File: src/rtl/seg_scan_driver.sv
// -----------------------------------------------------------------------------
// seg_scan_driver
//
// Time-multiplexed 4-digit 7-segment display driver for the snake score
// display. The block owns the scan: it drives the 2-bit digit Select into an
// external combinational 4-way digit multiplexer and reads back that mux's
// 5-bit digit code on Bin_Out. The code is decoded to active-low segments.
// One active-low anode is lit per slot. A dead-time blank at the start of each
// slot keeps the previous digit's segments from ghosting onto the next anode.
//
// Slot timing (PreCnt counts 0..PRESCALE-1 per slot):
//   PreCnt <  DEADTIME   BLANK : all anodes off
//   PreCnt == DEADTIME-1       : Bin_Out decoded and captured into SegN
//   PreCnt >= DEADTIME   SHOW  : anode for the current Select lit
// The segments are captured on the same edge that lights the anode. The first
// SHOW cycle therefore already carries the right segments. SegN never changes
// while an anode is lit.
//
// Parameters:
//   PRESCALE  clock cycles per digit slot, legal 4..2^20
//   DEADTIME  blank cycles at the start of each slot, 1 <= DEADTIME < PRESCALE-1
//
// Ports:
//   Clk      in   1  system clock
//   Reset    in   1  asynchronous, active-high reset
//   Enable   in   1  1 = scan runs; 0 = display dark, scan frozen
//   Bin_Out  in   5  digit code from the external mux for the current Select
//   DpSel    in   2  digit that carries the decimal point (DP_EN builds only)
//   Select   out  2  digit select: 00 deci, 01 unit, 10 dec, 11 thousand
//   AnodeN   out  4  active-low one-hot anode, bit i lit when Select == i
//   SegN     out  7  active-low segments {g,f,e,d,c,b,a}
//   DpN      out  1  active-low decimal point
//
// Configuration macro:
//   DP_EN  when defined, adds DpSel. DpN is then captured together with SegN and
//          is low in the slot whose Select equals DpSel. When undefined, DpN is
//          tied high.
//
// All outputs come straight from flops. Bin_Out has no combinational path to
// any output.
// -----------------------------------------------------------------------------
module seg_scan_driver #(
  parameter int PRESCALE = 50000,
  parameter int DEADTIME = 16
) (
  input  logic       Clk,
  input  logic       Reset,
  input  logic       Enable,
  input  logic [4:0] Bin_Out,
`ifdef DP_EN
  input  logic [1:0] DpSel,
`endif
  output logic [1:0] Select,
  output logic [3:0] AnodeN,
  output logic [6:0] SegN,
  output logic       DpN
);

  localparam int CNT_W = $clog2(PRESCALE);

  localparam logic [CNT_W-1:0] CNT_LAST    = CNT_W'(PRESCALE - 1);
  localparam logic [CNT_W-1:0] CNT_SHOW    = CNT_W'(DEADTIME);
  // Capture happens one cycle before SHOW, so the mux has had DEADTIME cycles
  // to settle after the Select change.
  localparam logic [CNT_W-1:0] CNT_CAPTURE = CNT_W'((DEADTIME > 0) ? DEADTIME - 1 : 0);

  typedef enum logic {
    PH_BLANK = 1'b0,
    PH_SHOW  = 1'b1
  } phase_e;

  localparam logic [3:0] ANODE_OFF = 4'b1111;
  localparam logic [6:0] SEG_BLANK = 7'b1111111;

  // ---------------------------------------------------------------------------
  // Digit decode, active-low {g,f,e,d,c,b,a}.
  // Codes 0..15 are hex digits and 5'b10001 is a dash. Every other code with
  // bit 4 set is blank.
  // ---------------------------------------------------------------------------
  function automatic logic [6:0] seg_decode(input logic [4:0] code);
    logic [6:0] seg;
    case (code)
      5'd0:     seg = 7'b1000000;
      5'd1:     seg = 7'b1111001;
      5'd2:     seg = 7'b0100100;
      5'd3:     seg = 7'b0110000;
      5'd4:     seg = 7'b0011001;
      5'd5:     seg = 7'b0010010;
      5'd6:     seg = 7'b0000010;
      5'd7:     seg = 7'b1111000;
      5'd8:     seg = 7'b0000000;
      5'd9:     seg = 7'b0010000;
      5'd10:    seg = 7'b0001000;  // A
      5'd11:    seg = 7'b0000011;  // b
      5'd12:    seg = 7'b1000110;  // C
      5'd13:    seg = 7'b0100001;  // d
      5'd14:    seg = 7'b0000110;  // E
      5'd15:    seg = 7'b0001110;  // F
      5'b10001: seg = 7'b0111111;  // dash
      default:  seg = SEG_BLANK;
    endcase
    return seg;
  endfunction

  // ---------------------------------------------------------------------------
  // State
  // ---------------------------------------------------------------------------
  logic [CNT_W-1:0] pre_cnt_q, pre_cnt_d;
  logic [1:0]       select_q,  select_d;
  logic [3:0]       anode_n_q, anode_n_d;
  logic [6:0]       seg_n_q,   seg_n_d;
  logic             capture;
  phase_e           phase_d;

  // ---------------------------------------------------------------------------
  // Next-state logic
  //
  // AnodeN is computed from the *next* PreCnt/Select. The registered anode
  // therefore lines up with the registered counter: it is dark for
  // PreCnt < DEADTIME and lit for PreCnt >= DEADTIME.
  // ---------------------------------------------------------------------------
  always_comb begin
    // NOTE: every signal gets a default before any branch; otherwise a path
    // that skips the assignment would infer a latch.
    pre_cnt_d = pre_cnt_q;
    select_d  = select_q;
    anode_n_d = ANODE_OFF;
    seg_n_d   = seg_n_q;
    capture   = 1'b0;
    phase_d   = PH_BLANK;

    if (Enable) begin
      capture = (pre_cnt_q == CNT_CAPTURE);

      if (pre_cnt_q == CNT_LAST) begin
        pre_cnt_d = '0;
        select_d  = select_q + 2'd1;  // wraps 11 -> 00
      end else begin
        pre_cnt_d = pre_cnt_q + CNT_W'(1);
      end

      phase_d = (pre_cnt_d >= CNT_SHOW) ? PH_SHOW : PH_BLANK;

      if (phase_d == PH_SHOW) begin
        anode_n_d = ~(4'b0001 << select_d);
      end

      if (capture) begin
        seg_n_d = seg_decode(Bin_Out);
      end
    end
    // When disabled, the counter and Select hold, anodes go dark and SegN holds.
    // Re-enabling resumes from the held count, so a SHOW phase relights at once
    // with the held segments.
  end

  // NOTE: sequential state uses non-blocking assignments only, so every flop
  // samples the pre-edge value of its neighbours.
  always_ff @(posedge Clk or posedge Reset) begin
    if (Reset) begin
      pre_cnt_q <= '0;
      select_q  <= 2'b00;
      anode_n_q <= ANODE_OFF;
      seg_n_q   <= SEG_BLANK;
    end else begin
      pre_cnt_q <= pre_cnt_d;
      select_q  <= select_d;
      anode_n_q <= anode_n_d;
      seg_n_q   <= seg_n_d;
    end
  end

  assign Select = select_q;
  assign AnodeN = anode_n_q;
  assign SegN   = seg_n_q;

  // ---------------------------------------------------------------------------
  // Decimal point
  // ---------------------------------------------------------------------------
`ifdef DP_EN
  logic dp_n_q, dp_n_d;

  // The point is captured with the segments. It therefore follows the same
  // no-change-while-lit rule.
  always_comb begin
    dp_n_d = dp_n_q;
    if (capture) begin
      dp_n_d = (select_q == DpSel) ? 1'b0 : 1'b1;
    end
  end

  always_ff @(posedge Clk or posedge Reset) begin
    if (Reset) begin
      dp_n_q <= 1'b1;
    end else begin
      dp_n_q <= dp_n_d;
    end
  end

  assign DpN = dp_n_q;
`else
  assign DpN = 1'b1;
`endif

endmodule

File: config.mk
export PLATFORM = sky130hd
export DESIGN_NAME = seg_scan_driver
export DESIGN_NICKNAME = d
export VERILOG_FILES = /design/src/rtl/seg_scan_driver.sv
export SDC_FILE = /design/constraint.sdc
export NUM_CORES = 1
export LEC_CHECK = 0
export ABC_CLOCK_PERIOD_IN_PS = 1800
export CORE_ASPECT_RATIO = 0.7
export CORE_MARGIN = 10
export CORE_UTILIZATION = 45
export DETAILED_ROUTE_END_ITERATION = 10
export GPL_TIMING_DRIVEN = 0
export PLACE_DENSITY = 0.69
export SYNTH_ARGS = -nofsm -noshare
export SYNTH_HDL_FRONTEND = slang
export SYNTH_SLANG_ARGS = --single-unit
export TNS_END_PERCENT = 50
File: constraint.sdc
create_clock -name Clk -period 1.8 [get_ports Clk]
set_input_delay 0.36 -clock Clk [delete_from_list [all_inputs] [get_ports Clk]]
set_output_delay 0.36 -clock Clk [all_outputs]
set_load 0.005 [all_outputs]
==> metrics list <==
- The run finished, with violations left.
- The final reports fail on negative setup slack.
- Arrival time at the worst endpoint: 2150 ps
- sky130_fd_sc_hd__dfrtp_1 takes more of the synthesized area than any other cell.
* Clock sink total: 29
* # H-tree levels: 2
- Summed over all cells, the static leakage comes to 1.048 nW.
- Dividing the synthesized area by the synthesized cell count gives 8.741 sq um.
- Final-report setup violation count: 13
* Later-pin clock latency in the skew report: just under 300 ps
- Residual antenna-violating net count after detailed routing: 0
* Post-detailed-routing wire length: 5156 um
* # Max-Cap Violations: 0
- Maximum number of pins on one net before global-route repair: 30
- At the placement stage, the worst setup path has a slack of -525.0 ps.
* Placed cell areas: 0.002145 sq mm
- The tightest hold path in the finished design has a slack of 474.0 ps.
- The first detailed-routing pass ran for 4 iterations.
- The finished cells cover roughly 0.0026 sq mm.
- PwrDens: 775.1 mW/mm^2
- Crit path largest cell delay: roughly 600 ps
- During synthesis, Yosys emitted a total of 0 warnings.
- Highest achievable clock rate: 512.7 MHz
- Critical path cell sequence: nand4_1 > or4_4 > o41ai_4 > o41ai_2 > o21ai_2 > o211ai_1
* Number of design-rule violations left by the first detailed-router iteration: 137
- Share of total power in combinational logic: between 30 and 40%
* Starting utilization of the core area: 47.34%
- At the pin with the least slew margin, the transition time is 1062 ps.
* Post-synthesis instance area: 0.001879 sq mm
* TritonCTS clock tree: done
* Number of flops mapped to enable cells by yosys: 0
- Setup total negative slack on the finished layout was measured at -937.3 ps.
* Final routed DRC violation total: 0
* Filler Cell Count: 306
- Core Util, Final: 65.93%
* Average detailed-routed wire length per instance: roughly 16 um
- The number of max-slew violations in the final report was 0.
- Overall fraction of global-route tracks in use: around 14%
- For the final database, setup skew stands at 11.49 ps.
- Count of cell types in the netlist: 47
- Total met2 wirelength after detailed routing: roughly 2100 um
- Buffers inserted to repair hold after CTS numbered 0.
- STA classifies the critical path endpoint as a register.
* Die Span Y: 74.07 um
* Die Area: about 0.0072 sq mm
- Met3 wirelength from detailed routing: roughly 400 um
* Die extent in x: 97.24 um
* Final Net Count: 276
- Number of standard cells after synthesis: 215
- The total area inside the core boundary comes to between 0.003 and 0.004 sq mm.
- In this run the power spent charging and discharging nets is 679.8 uW.
- Fraction of layout cells with a size suffix above 1: 31.68%
- The worst-case IR drop observed on VDD is 0.0004987 V.
- The clock network burns between 20% and 30% of the power.
* Post-synth net total: 230
- Compared with the post-synthesis result, the final layout area differs by 39.28%.
* Critical path launch point type: register
- Critical path required time: ~2000 ps
- Final GP Congestion: ~0.90
* Top cells by count, synth: 20 x sky130_fd_sc_hd__nand2_1, 20 x sky130_fd_sc_hd__nor2_1, 18 x sky130_fd_sc_hd__dfrtp_1, 18 x sky130_fd_sc_hd__o21ai_0, 11 x sky130_fd_sc_hd__dfstp_2
- RSZ-0062 raised after global routing: yes
- The floorplan has 19 rows.
* Via count normalized by instance count: 5.688
- Of all flip-flops after synthesis, the portion carrying an async set or reset was 100.0%.
- Buffer levels on the longest clock path: 2
* Yosys reg bits: 29
- Period Utilization, post-route: 108.4%
- Sequential fraction of the synthesis area: 39.35%
- Critical-path cell with the highest stage delay: sky130_fd_sc_hd__or4_4
- Number of antenna cells inserted: 0
- Dominant register cell in the synthesized netlist: sky130_fd_sc_hd__dfrtp_1
- Internal power comes to 1.349 mW.
- Post-layout minimum cycle time: 1951 ps
- Uppermost signal routing layer after detailed routing: met4
- In this run, CTS created clock tree buffers numbering 5.
- Tightest slew margin relative to the limit: 29.15%
- Final Hold Vio Count: 0
- For this block, the via count after detailed routing is about 1800.
* Root buffer selected by CTS: sky130_fd_sc_hd__clkbuf_8
- The number of global-route vias before repair is 1617.
- Area contributors post-synth: sky130_fd_sc_hd__dfrtp_1 24%, sky130_fd_sc_hd__dfstp_2 15%, sky130_fd_sc_hd__o21ai_0 4.8%, sky130_fd_sc_hd__ha_1 4.7%, sky130_fd_sc_hd__xnor2_1 4.2%
- Clock edge transition at the registers on the reported setup and hold paths: roughly 60 ps
- Switching share of power: 33.51%
* Boundary pin count: 22
- Minimum setup slack in the final design: -150.6 ps
- The tightest min-delay check is of the register to register type.
- The number of antenna violations at the first check in global routing was 0.
* Part of the total power dissipated in sequential elements: about two fifths
- First-pass GRT wire length: 8369 um
* DP Wirelength: between 3000 and 4000 um
* Count of port buffers added during placement: 19
- Largest driver fanout on the critical path: 4
- After synthesis, the largest area contributor takes up 23.97% of total cell area.
* Remaining global-route overflow: 0
- Crit Path Category: register to register
* Wl on met1: between 2000 and 3000 um
[what timing repair did]
item / CTS / global route
buffers inserted: 14 / 6
gates resized for setup: 39 / 22
cloned: 1 / 0
endpoints found under the setup margin: 23 / 23
pin swaps: 5 / 6
[final timing paths]
kind	from	endpoint	slack, ps	depth (start not counted)
min reg2reg	SegN[1]$_DFFE_PP1P_	SegN[1]$_DFFE_PP1P_	470	2
min in group asynchronous	Reset	Select[0]$_DFFE_PP0P_	640	2
max reg2reg	pre_cnt_q[0]$_DFFE_PP0P_	AnodeN[3]$_DFF_PP1_	-150	6
min	SegN[1]$_DFFE_PP1P_	SegN[1]$_DFFE_PP1P_	470	2
max	pre_cnt_q[0]$_DFFE_PP0P_	AnodeN[3]$_DFF_PP1_	-150	6
max in group asynchronous	Reset	pre_cnt_q[7]$_DFFE_PP0P_	440	2
[cell families (layout without fill, tap and decap cells)]
group / Yosys count / count (layout) / share of synthesized area, %
XOR/XNOR: 9 / 9 / 4.195
multiplexers: 4 / 4 / 2.264
AND/OR/NAND/NOR: 79 / 79 / 22.24
adder cells (fa/ha/maj): 7 / 7 / 4.660
other: 1 / 1 / 0.1995
flip-flops: 29 / 29 / 39.35
AO/OA/AOI/OAI: 62 / 62 / 21.44
buffers and inverters: 24 / 71 / 5.659
[cells in the final DEF, fill, tap and decap left out, types with 9 or more instances in the layout]
| cell | Yosys | routed |
|---|---|---|
| sky130_fd_sc_hd__a21oi_1 | 10 | 9 |
| sky130_fd_sc_hd__buf_4 | 2 | 18 |
| sky130_fd_sc_hd__buf_6 | 0 | 10 |
| sky130_fd_sc_hd__clkdlybuf4s50_1 | 0 | 19 |
| sky130_fd_sc_hd__dfrtp_1 | 18 | 13 |
| sky130_fd_sc_hd__dfstp_2 | 11 | 11 |
| sky130_fd_sc_hd__inv_1 | 10 | 10 |
| sky130_fd_sc_hd__nand2_1 | 20 | 18 |
| sky130_fd_sc_hd__nand3_1 | 10 | 10 |
| sky130_fd_sc_hd__nor2_1 | 20 | 16 |
| sky130_fd_sc_hd__o21ai_0 | 18 | 13 |
| sky130_fd_sc_hd__xnor2_1 | 9 | 9 |
[state kept, by name, summed over array words and instances (netlist names)]
signal / cells
Select: 2
SegN: 7
pre_cnt_q: 16
AnodeN: 4
[critical path, delay by kind of cell, from the launching register on]
kind | cells | cell delay, ps
AOI/OAI and AO/OA | 4 | 640
DFF | 1 | 410
and+or+nand+nor | 2 | 810
[routing by layer]
layer  vias up  track usage (%)
li1        871                -
met2        64            19.08
met5         -                0
met3         7            4.070
met4         0            6.270
met1       844            20.09
[power groups by stage]
stage | Combinational, mW | Sequential, mW | Clock, mW
after floorplan | 0.311 | 0.803 | 0
after global placement | 0.425 | 0.818 | 0
after detailed placement | 0.430 | 0.820 | 0
after CTS | 0.613 | 0.800 | 0.532
after global routing | 0.755 | 0.817 | 0.560
final | 0.689 | 0.811 | 0.529
[area by class of cell]
class | count | area [sq um] | share of cell area [%]
clock inverters | 2 | 10.01 | 0.3824
multi-input cells | 162 | 1225 | 46.80
clock buffers | 6 | 72.57 | 2.772
flip-flops and latches | 29 | 745.7 | 28.49
well taps | 52 | 65.06 | 2.486
repair buffers | 40 | 360.3 | 13.77
plain buffers | 13 | 101.3 | 3.872
inverters | 10 | 37.54 | 1.434
[metrics by stage]
stage,cells,power (mW)
6_report,314,2.029
5_1_grt,314,2.132
4_1_cts,308,1.944
3_5_place_dp,286,1.250
3_3_place_gp,286,1.243
2_1_floorplan,215,1.115
No activity file was read; power rests on OpenSTA's default activity.
